## src/rtl/alu_ctrl_decode_if.sv

```systemverilog
// Fetch-to-decode handshake plus the decoded ID/EX slot fields.
// The slave side is the decoder; the master side is fetch/execute.
interface alu_ctrl_decode_if #(parameter int CNT_W = 16);
    logic             in_valid;
    logic             in_ready;
    logic [31:0]      instr;
    logic             flush;
    logic             out_valid;
    logic             out_ready;
    logic [5:0]       aluc;
    logic [31:0]      imm;
    logic             use_imm;
    logic             use_pc;
    logic [4:0]       rs1;
    logic [4:0]       rs2;
    logic [4:0]       rd;
    logic             reg_write;
    logic             mem_read;
    logic             mem_write;
    logic             illegal;
    logic [CNT_W-1:0] illegal_count;

    modport slave (
        input  in_valid, instr, flush, out_ready,
        output in_ready, out_valid, aluc, imm, use_imm, use_pc,
               rs1, rs2, rd, reg_write, mem_read, mem_write,
               illegal, illegal_count
    );

    modport master (
        output in_valid, instr, flush, out_ready,
        input  in_ready, out_valid, aluc, imm, use_imm, use_pc,
               rs1, rs2, rd, reg_write, mem_read, mem_write,
               illegal, illegal_count
    );
endinterface

```

## src/rtl/alu_ctrl_decode.sv

```systemverilog
// RV32I decode of ALU control, immediate and enables into a single ID/EX slot,
// with valid/ready handshake, flush and a saturating illegal-instruction counter.
module alu_ctrl_decode #(
    parameter int CNT_W = 16
) (
    input logic                clk,
    input logic                rst,
    alu_ctrl_decode_if.slave   bus
);
    localparam logic [5:0] ALU_ADD = 6'b000000, ALU_SUB = 6'b001000,
                           ALU_AND = 6'b000010, ALU_OR  = 6'b001010,
                           ALU_XOR = 6'b000100, ALU_LUI = 6'b001100,
                           ALU_SLL = 6'b000101, ALU_SRL = 6'b001101,
                           ALU_SRA = 6'b011101;

    localparam logic [6:0] OPC_OP  = 7'b0110011, OPC_OPI   = 7'b0010011,
                           OPC_LUI = 7'b0110111, OPC_AUIPC = 7'b0010111,
                           OPC_LD  = 7'b0000011, OPC_ST    = 7'b0100011;

    localparam logic [6:0] F7_ZERO = 7'b0000000, F7_ALT = 7'b0100000;

    typedef struct packed {
        logic [5:0]  aluc;
        logic [31:0] imm;
        logic        use_imm;
        logic        use_pc;
        logic [4:0]  rs1;
        logic [4:0]  rs2;
        logic [4:0]  rd;
        logic        reg_write;
        logic        mem_read;
        logic        mem_write;
        logic        illegal;
    } dec_t;

    dec_t             dec, slot;
    logic             vld;
    logic [CNT_W-1:0] cnt;
    logic             accept;
    logic             bad;

    wire [6:0] opc = bus.instr[6:0];
    wire [2:0] f3  = bus.instr[14:12];
    wire [6:0] f7  = bus.instr[31:25];

    always_comb begin
        dec     = '0;
        bad     = 1'b0;
        dec.rs1 = bus.instr[19:15];
        dec.rs2 = bus.instr[24:20];
        dec.rd  = bus.instr[11:7];
        case (opc)
            OPC_OP, OPC_OPI: begin
                dec.use_imm   = (opc == OPC_OPI);
                dec.reg_write = 1'b1;
                if (opc == OPC_OPI)
                    dec.imm = {{20{bus.instr[31]}}, bus.instr[31:20]};
                case (f3)
                    3'b000: begin
                        // SUB only exists in register form
                        if (opc == OPC_OPI || f7 == F7_ZERO) dec.aluc = ALU_ADD;
                        else if (f7 == F7_ALT)               dec.aluc = ALU_SUB;
                        else                                 bad      = 1'b1;
                    end
                    3'b001: begin
                        dec.aluc = ALU_SLL;
                        if (opc == OPC_OPI) begin
                            dec.imm = {27'b0, bus.instr[24:20]};
                            bad     = (f7 != F7_ZERO);
                        end
                    end
                    3'b101: begin
                        if (opc == OPC_OPI) dec.imm = {27'b0, bus.instr[24:20]};
                        if (f7 == F7_ZERO)     dec.aluc = ALU_SRL;
                        else if (f7 == F7_ALT) dec.aluc = ALU_SRA;
                        else                   bad      = 1'b1;
                    end
                    3'b100:  dec.aluc = ALU_XOR;
                    3'b110:  dec.aluc = ALU_OR;
                    3'b111:  dec.aluc = ALU_AND;
                    default: bad      = 1'b1;   // SLT/SLTU family unsupported
                endcase
            end
            OPC_LUI: begin
                dec.aluc      = ALU_LUI;
                dec.imm       = {bus.instr[31:12], 12'b0};
                dec.use_imm   = 1'b1;
                dec.reg_write = 1'b1;
            end
            OPC_AUIPC: begin
                dec.imm       = {bus.instr[31:12], 12'b0};
                dec.use_pc    = 1'b1;
                dec.use_imm   = 1'b1;
                dec.reg_write = 1'b1;
            end
            OPC_LD: begin
                dec.imm       = {{20{bus.instr[31]}}, bus.instr[31:20]};
                dec.use_imm   = 1'b1;
                dec.mem_read  = 1'b1;
                dec.reg_write = 1'b1;
            end
            OPC_ST: begin
                dec.imm       = {{20{bus.instr[31]}}, bus.instr[31:25], bus.instr[11:7]};
                dec.use_imm   = 1'b1;
                dec.mem_write = 1'b1;
            end
            default: bad = 1'b1;
        endcase
        // Illegal keeps imm/register fields but neuters every side effect
        if (bad) begin
            dec.illegal   = 1'b1;
            dec.aluc      = ALU_ADD;
            dec.reg_write = 1'b0;
            dec.mem_read  = 1'b0;
            dec.mem_write = 1'b0;
            dec.use_pc    = 1'b0;
        end
    end

    assign bus.in_ready = !vld || bus.out_ready;
    assign accept       = bus.in_valid && bus.in_ready && !bus.flush;

    always_ff @(posedge clk) begin
        if (rst) begin
            slot <= '0;
            vld  <= 1'b0;
            cnt  <= '0;
        end else if (bus.flush) begin
            vld <= 1'b0;
        end else if (accept) begin
            slot <= dec;
            vld  <= 1'b1;
            if (dec.illegal && cnt != '1) cnt <= cnt + CNT_W'(1);
        end else if (vld && bus.out_ready) begin
            vld <= 1'b0;
        end
    end

    assign bus.out_valid     = vld;
    assign bus.aluc          = slot.aluc;
    assign bus.imm           = slot.imm;
    assign bus.use_imm       = slot.use_imm;
    assign bus.use_pc        = slot.use_pc;
    assign bus.rs1           = slot.rs1;
    assign bus.rs2           = slot.rs2;
    assign bus.rd            = slot.rd;
    assign bus.reg_write     = slot.reg_write;
    assign bus.mem_read      = slot.mem_read;
    assign bus.mem_write     = slot.mem_write;
    assign bus.illegal       = slot.illegal;
    assign bus.illegal_count = cnt;
endmodule

```

## src/flat_wrapper.sv

```systemverilog
// flat-port wrapper written by rule: the top's interface ports become plain ports
module alu_ctrl_decode_flat 
#(
    parameter int CNT_W = 16
)
  (clk, rst, bus_in_valid, bus_instr, bus_flush, bus_out_ready, bus_in_ready, bus_out_valid, bus_aluc, bus_imm, bus_use_imm, bus_use_pc, bus_rs1, bus_rs2, bus_rd, bus_reg_write, bus_mem_read, bus_mem_write, bus_illegal, bus_illegal_count);
  alu_ctrl_decode_if #(.CNT_W(CNT_W)) bus_i ();
  input logic clk;
  input logic rst;
  input wire logic [$bits(bus_i.in_valid)-1:0] bus_in_valid;
  input wire logic [$bits(bus_i.instr)-1:0] bus_instr;
  input wire logic [$bits(bus_i.flush)-1:0] bus_flush;
  input wire logic [$bits(bus_i.out_ready)-1:0] bus_out_ready;
  output wire logic [$bits(bus_i.in_ready)-1:0] bus_in_ready;
  output wire logic [$bits(bus_i.out_valid)-1:0] bus_out_valid;
  output wire logic [$bits(bus_i.aluc)-1:0] bus_aluc;
  output wire logic [$bits(bus_i.imm)-1:0] bus_imm;
  output wire logic [$bits(bus_i.use_imm)-1:0] bus_use_imm;
  output wire logic [$bits(bus_i.use_pc)-1:0] bus_use_pc;
  output wire logic [$bits(bus_i.rs1)-1:0] bus_rs1;
  output wire logic [$bits(bus_i.rs2)-1:0] bus_rs2;
  output wire logic [$bits(bus_i.rd)-1:0] bus_rd;
  output wire logic [$bits(bus_i.reg_write)-1:0] bus_reg_write;
  output wire logic [$bits(bus_i.mem_read)-1:0] bus_mem_read;
  output wire logic [$bits(bus_i.mem_write)-1:0] bus_mem_write;
  output wire logic [$bits(bus_i.illegal)-1:0] bus_illegal;
  output wire logic [$bits(bus_i.illegal_count)-1:0] bus_illegal_count;
  assign bus_i.in_valid = bus_in_valid;
  assign bus_i.instr = bus_instr;
  assign bus_i.flush = bus_flush;
  assign bus_i.out_ready = bus_out_ready;
  assign bus_in_ready = bus_i.in_ready;
  assign bus_out_valid = bus_i.out_valid;
  assign bus_aluc = bus_i.aluc;
  assign bus_imm = bus_i.imm;
  assign bus_use_imm = bus_i.use_imm;
  assign bus_use_pc = bus_i.use_pc;
  assign bus_rs1 = bus_i.rs1;
  assign bus_rs2 = bus_i.rs2;
  assign bus_rd = bus_i.rd;
  assign bus_reg_write = bus_i.reg_write;
  assign bus_mem_read = bus_i.mem_read;
  assign bus_mem_write = bus_i.mem_write;
  assign bus_illegal = bus_i.illegal;
  assign bus_illegal_count = bus_i.illegal_count;
  alu_ctrl_decode #(.CNT_W(CNT_W)) u_core (.clk(clk), .rst(rst), .bus(bus_i));
endmodule
```

## config.mk

```make
export PLATFORM = sky130hd
export DESIGN_NAME = alu_ctrl_decode_flat
export DESIGN_NICKNAME = d
export VERILOG_FILES = /design/src/rtl/alu_ctrl_decode_if.sv /design/src/rtl/alu_ctrl_decode.sv /design/src/flat_wrapper.sv
export SDC_FILE = /design/constraint.sdc
export NUM_CORES = 1
export LEC_CHECK = 0
export CAP_MARGIN = 5
export CORE_UTILIZATION = 30
export DETAILED_ROUTE_END_ITERATION = 6
export DONT_BUFFER_PORTS = 1
export PLACE_DENSITY = 0.46
export SLEW_MARGIN = 15
export SYNTH_ARGS = -nofsm -noshare
export SYNTH_HDL_FRONTEND = slang
export SYNTH_SLANG_ARGS = --single-unit
```

## constraint.sdc

```tcl
create_clock -name clk -period 2.7 [get_ports clk]
set_input_delay 0.54 -clock clk [delete_from_list [all_inputs] [get_ports clk]]
set_output_delay 0.54 -clock clk [all_outputs]
set_load 0.03 [all_outputs]
```

==> flow_summary.json <==
{
  "outcome": "complete, no violations",
  "clockBufferDepth": 2,
  "syn_area_mm2": 0.003371,
  "grtUsageTotal_pct": 18.32,
  "n_antenna_cell": 0,
  "grt_max_degree": 79,
  "max_cap_viol_count": 0,
  "cp-start-kind": "register",
  "hold_depth": 1,
  "avgViaCountPerCell": 5.475,
  "grt_pass1_wl_mm": 16.02,
  "finalSetupViolCount": 0,
  "core_mm2": 0.01089,
  "slew_violations": 0,
  "crit_required_ps": 2960,
  "wl_per_cell_um": 18.79,
  "worstSetupPathType": "register to register",
  "period_needed_ps": 2237,
  "cts_resized": 0,
  "hold_violations": 0,
  "gp_congestion": 0.7478,
  "tightestPinTransition_ps": 869.8,
  "min_to": "u_core.bus.illegal_count[7]",
  "worstHoldStart": "rst",
  "drt_iter0_markers": 209,
  "drive_gt1_share_pct": 8.937,
  "mostFrequentLayoutCell": "dfxtp_1",
  "fin_nets": 448,
  "max_freq_ghz": 0.4471,
  "tns_ps": 0,
  "htreeDepth": 3,
  "relSlewSlack_pct": 41.57,
  "r2r_cells": 8,
  "portBuffers": 0,
  "power.leakage_nw": 1.213,
  "area_growth_syn_to_layout_pct": 10.88,
  "hp-class": "input pin to register",
  "clock-sinks": 75,
  "setup_slack_ps": 463.2,
  "num_rows": 38,
  "die_x_um": 108,
  "max-vdd-ir-drop_mv": 0.2709,
  "cp_max_fo": 4,
  "post-route-period-util_pct": 82.84,
  "synth.yosys.seq_area_share_pct": 44.54,
  "final_cell_mix": "dfxtp_1, nand2_1, nor2_1",
  "synth_cells": 415,
  "postCtsSetupBuffers": 0,
  "power.total_mw": 2.250,
  "reg2reg_to": "u_core.bus.illegal_count[11]",
  "postRouteAntennaNets": 0,
  "ys_seq_elements": 75,
  "powerDensity_mw_per_mm2": 602.0,
  "clk_pin_slew_ps": 80,
  "synth_edf_count": 0,
  "ios": 114,
  "die_h_um": 108,
  "cts_buffers": 9,
  "drc_errors": 0,
  "clockRootBuffer": "clkbuf_8",
  "finalWirelength_mm": 10.41,
  "rsz0062_at_grt": "false",
  "fin_skew_ps": 5.682,
  "overflow": 0,
  "pre_cts_ws_ps": 216.3,
  "synth_area_per_cell_um2": 8.122,
  "initial_core_util_pct": 30.96,
  "worstSkewPairLatency_ps": 360,
  "synth-main-ff-cell": "dfxtp_1",
  "cp.arrival_ps": 2490,
  "ys_warn_count": 0,
  "grt_pass1_vias": 2941,
  "r2r_slack_ps": 460,
  "end_kind": "register",
  "postCtsHoldBufs": 0,
  "route.vias.total": 3033,
  "die-area_mm2": 0.01166,
  "syn_nets": 453,
  "synthArstFlopShare_pct": 0,
  "hpwlAfterDp_mm": 7.242,
  "antenna_found_initial": 0,
  "drtPass1Iterations": 4,
  "reg2reg_from": "u_core.bus.out_valid",
  "tritoncts": "yes",
  "yosys.cell_types.count": 52,
  "crit_start": "u_core.bus.out_valid"
}
## cell usage after synthesis, types with 4 or more instances
master / number / area, um^2
nor2b_1: 4 / 25.02
nand2_1: 70 / 262.8
a22oi_1: 14 / 105.1
nand3b_1: 6 / 45.04
o31ai_1: 9 / 67.56
nand3_1: 25 / 125.1
or4_1: 10 / 75.07
nor2_1: 35 / 131.4
o21ai_0: 8 / 40.04
a21oi_1: 32 / 160.2
a31oi_1: 21 / 131.4
dfxtp_1: 75 / 1501
clkbuf_1: 27 / 101.4
nor3_1: 9 / 45.04
and3_1: 5 / 31.28
inv_1: 12 / 45.04
## metal layers
layer / wire, um / vias up / share of wire [%] / GRT usage (%)
li1: - / 1476 / - / -
met1: 4406 / 1444 / 42 / 22.36
met2: 4763 / 98 / 46 / 27.75
met3: 1064 / 15 / 10 / 8.379
met4: 175 / 0 / 1.7 / 7.534
met5: 0 / - / 0 / 0
## kinds of logic after synthesis
logic type                 count (synthesis)  synth area share [%]
and+or+nand+nor                          188                 27.84
AOI/OAI and AO/OA                        103                 20.53
DFF                                       75                 44.54
buffers and inverters                     43                 5.345
muxes                                      3                 1.002
adders and majority gates                  1                0.3711
other                                      1                0.1113
xor gates and xnor gates                   1                0.2599
## flip-flops by register name, indices dropped and copies added, names as in the netlist
signal / count
u_core.bus.imm: 32
u_core.bus.illegal_count: 16
u_core.bus.aluc: 5
u_core.bus.rd: 5
u_core.bus.rs1: 5
u_core.bus.rs2: 5
u_core.bus.illegal: 1
u_core.bus.mem_read: 1
u_core.bus.mem_write: 1
u_core.bus.out_valid: 1
u_core.bus.reg_write: 1
u_core.bus.use_imm: 1
u_core.bus.use_pc: 1
## metrics by stage
stage,hold slack [ps],area (um^2),utilization [%],std cells
floorplan,579.9,3371,-,415
detailed placement,594.0,3528,32.41,539
global route,211.5,3737,34.33,554
finish,238.1,3737,34.33,554
global placement,591.2,3528,32.41,539
CTS,219.9,3737,34.33,554
## area by class of cell
cell class | instances | area [um^2]
clock buffers | 13 | 148.9
inverters | 12 | 45.04
fillers | 1162 | 7151
multi-input cells | 297 | 1694
clock inverters | 2 | 60.06
well taps | 140 | 175.2
repair buffers | 15 | 112.6
flip-flops and latches | 75 | 1501
## where the power goes
group	internal, mW	switching, mW	leakage (nW)
registers	1.12	0.0408	0.606
clock network	0.543	0.431	0.104
logic	0.0417	0.0720	0.503
total	1.71	0.544	1.21
## critical path, stage by stage (launching register included)
cell	delay, ps
dfxtp_1	430
nor2b_1	220
inv_1	90
nand3b_1	180
a31oi_1	310
buf_4	190
nand2_1	100
nor4_1	250
mux2_1	350
## worst max path at each step
stage	to
finish	u_core.bus.illegal_count[11]
global route	u_core.bus.illegal_count[11]
floorplan	u_core.bus.illegal_count[11]
detailed placement	u_core.bus.illegal_count[9]
global placement	u_core.bus.illegal_count[9]
CTS	u_core.bus.illegal_count[9]
(Power assumes the default switching activity.)
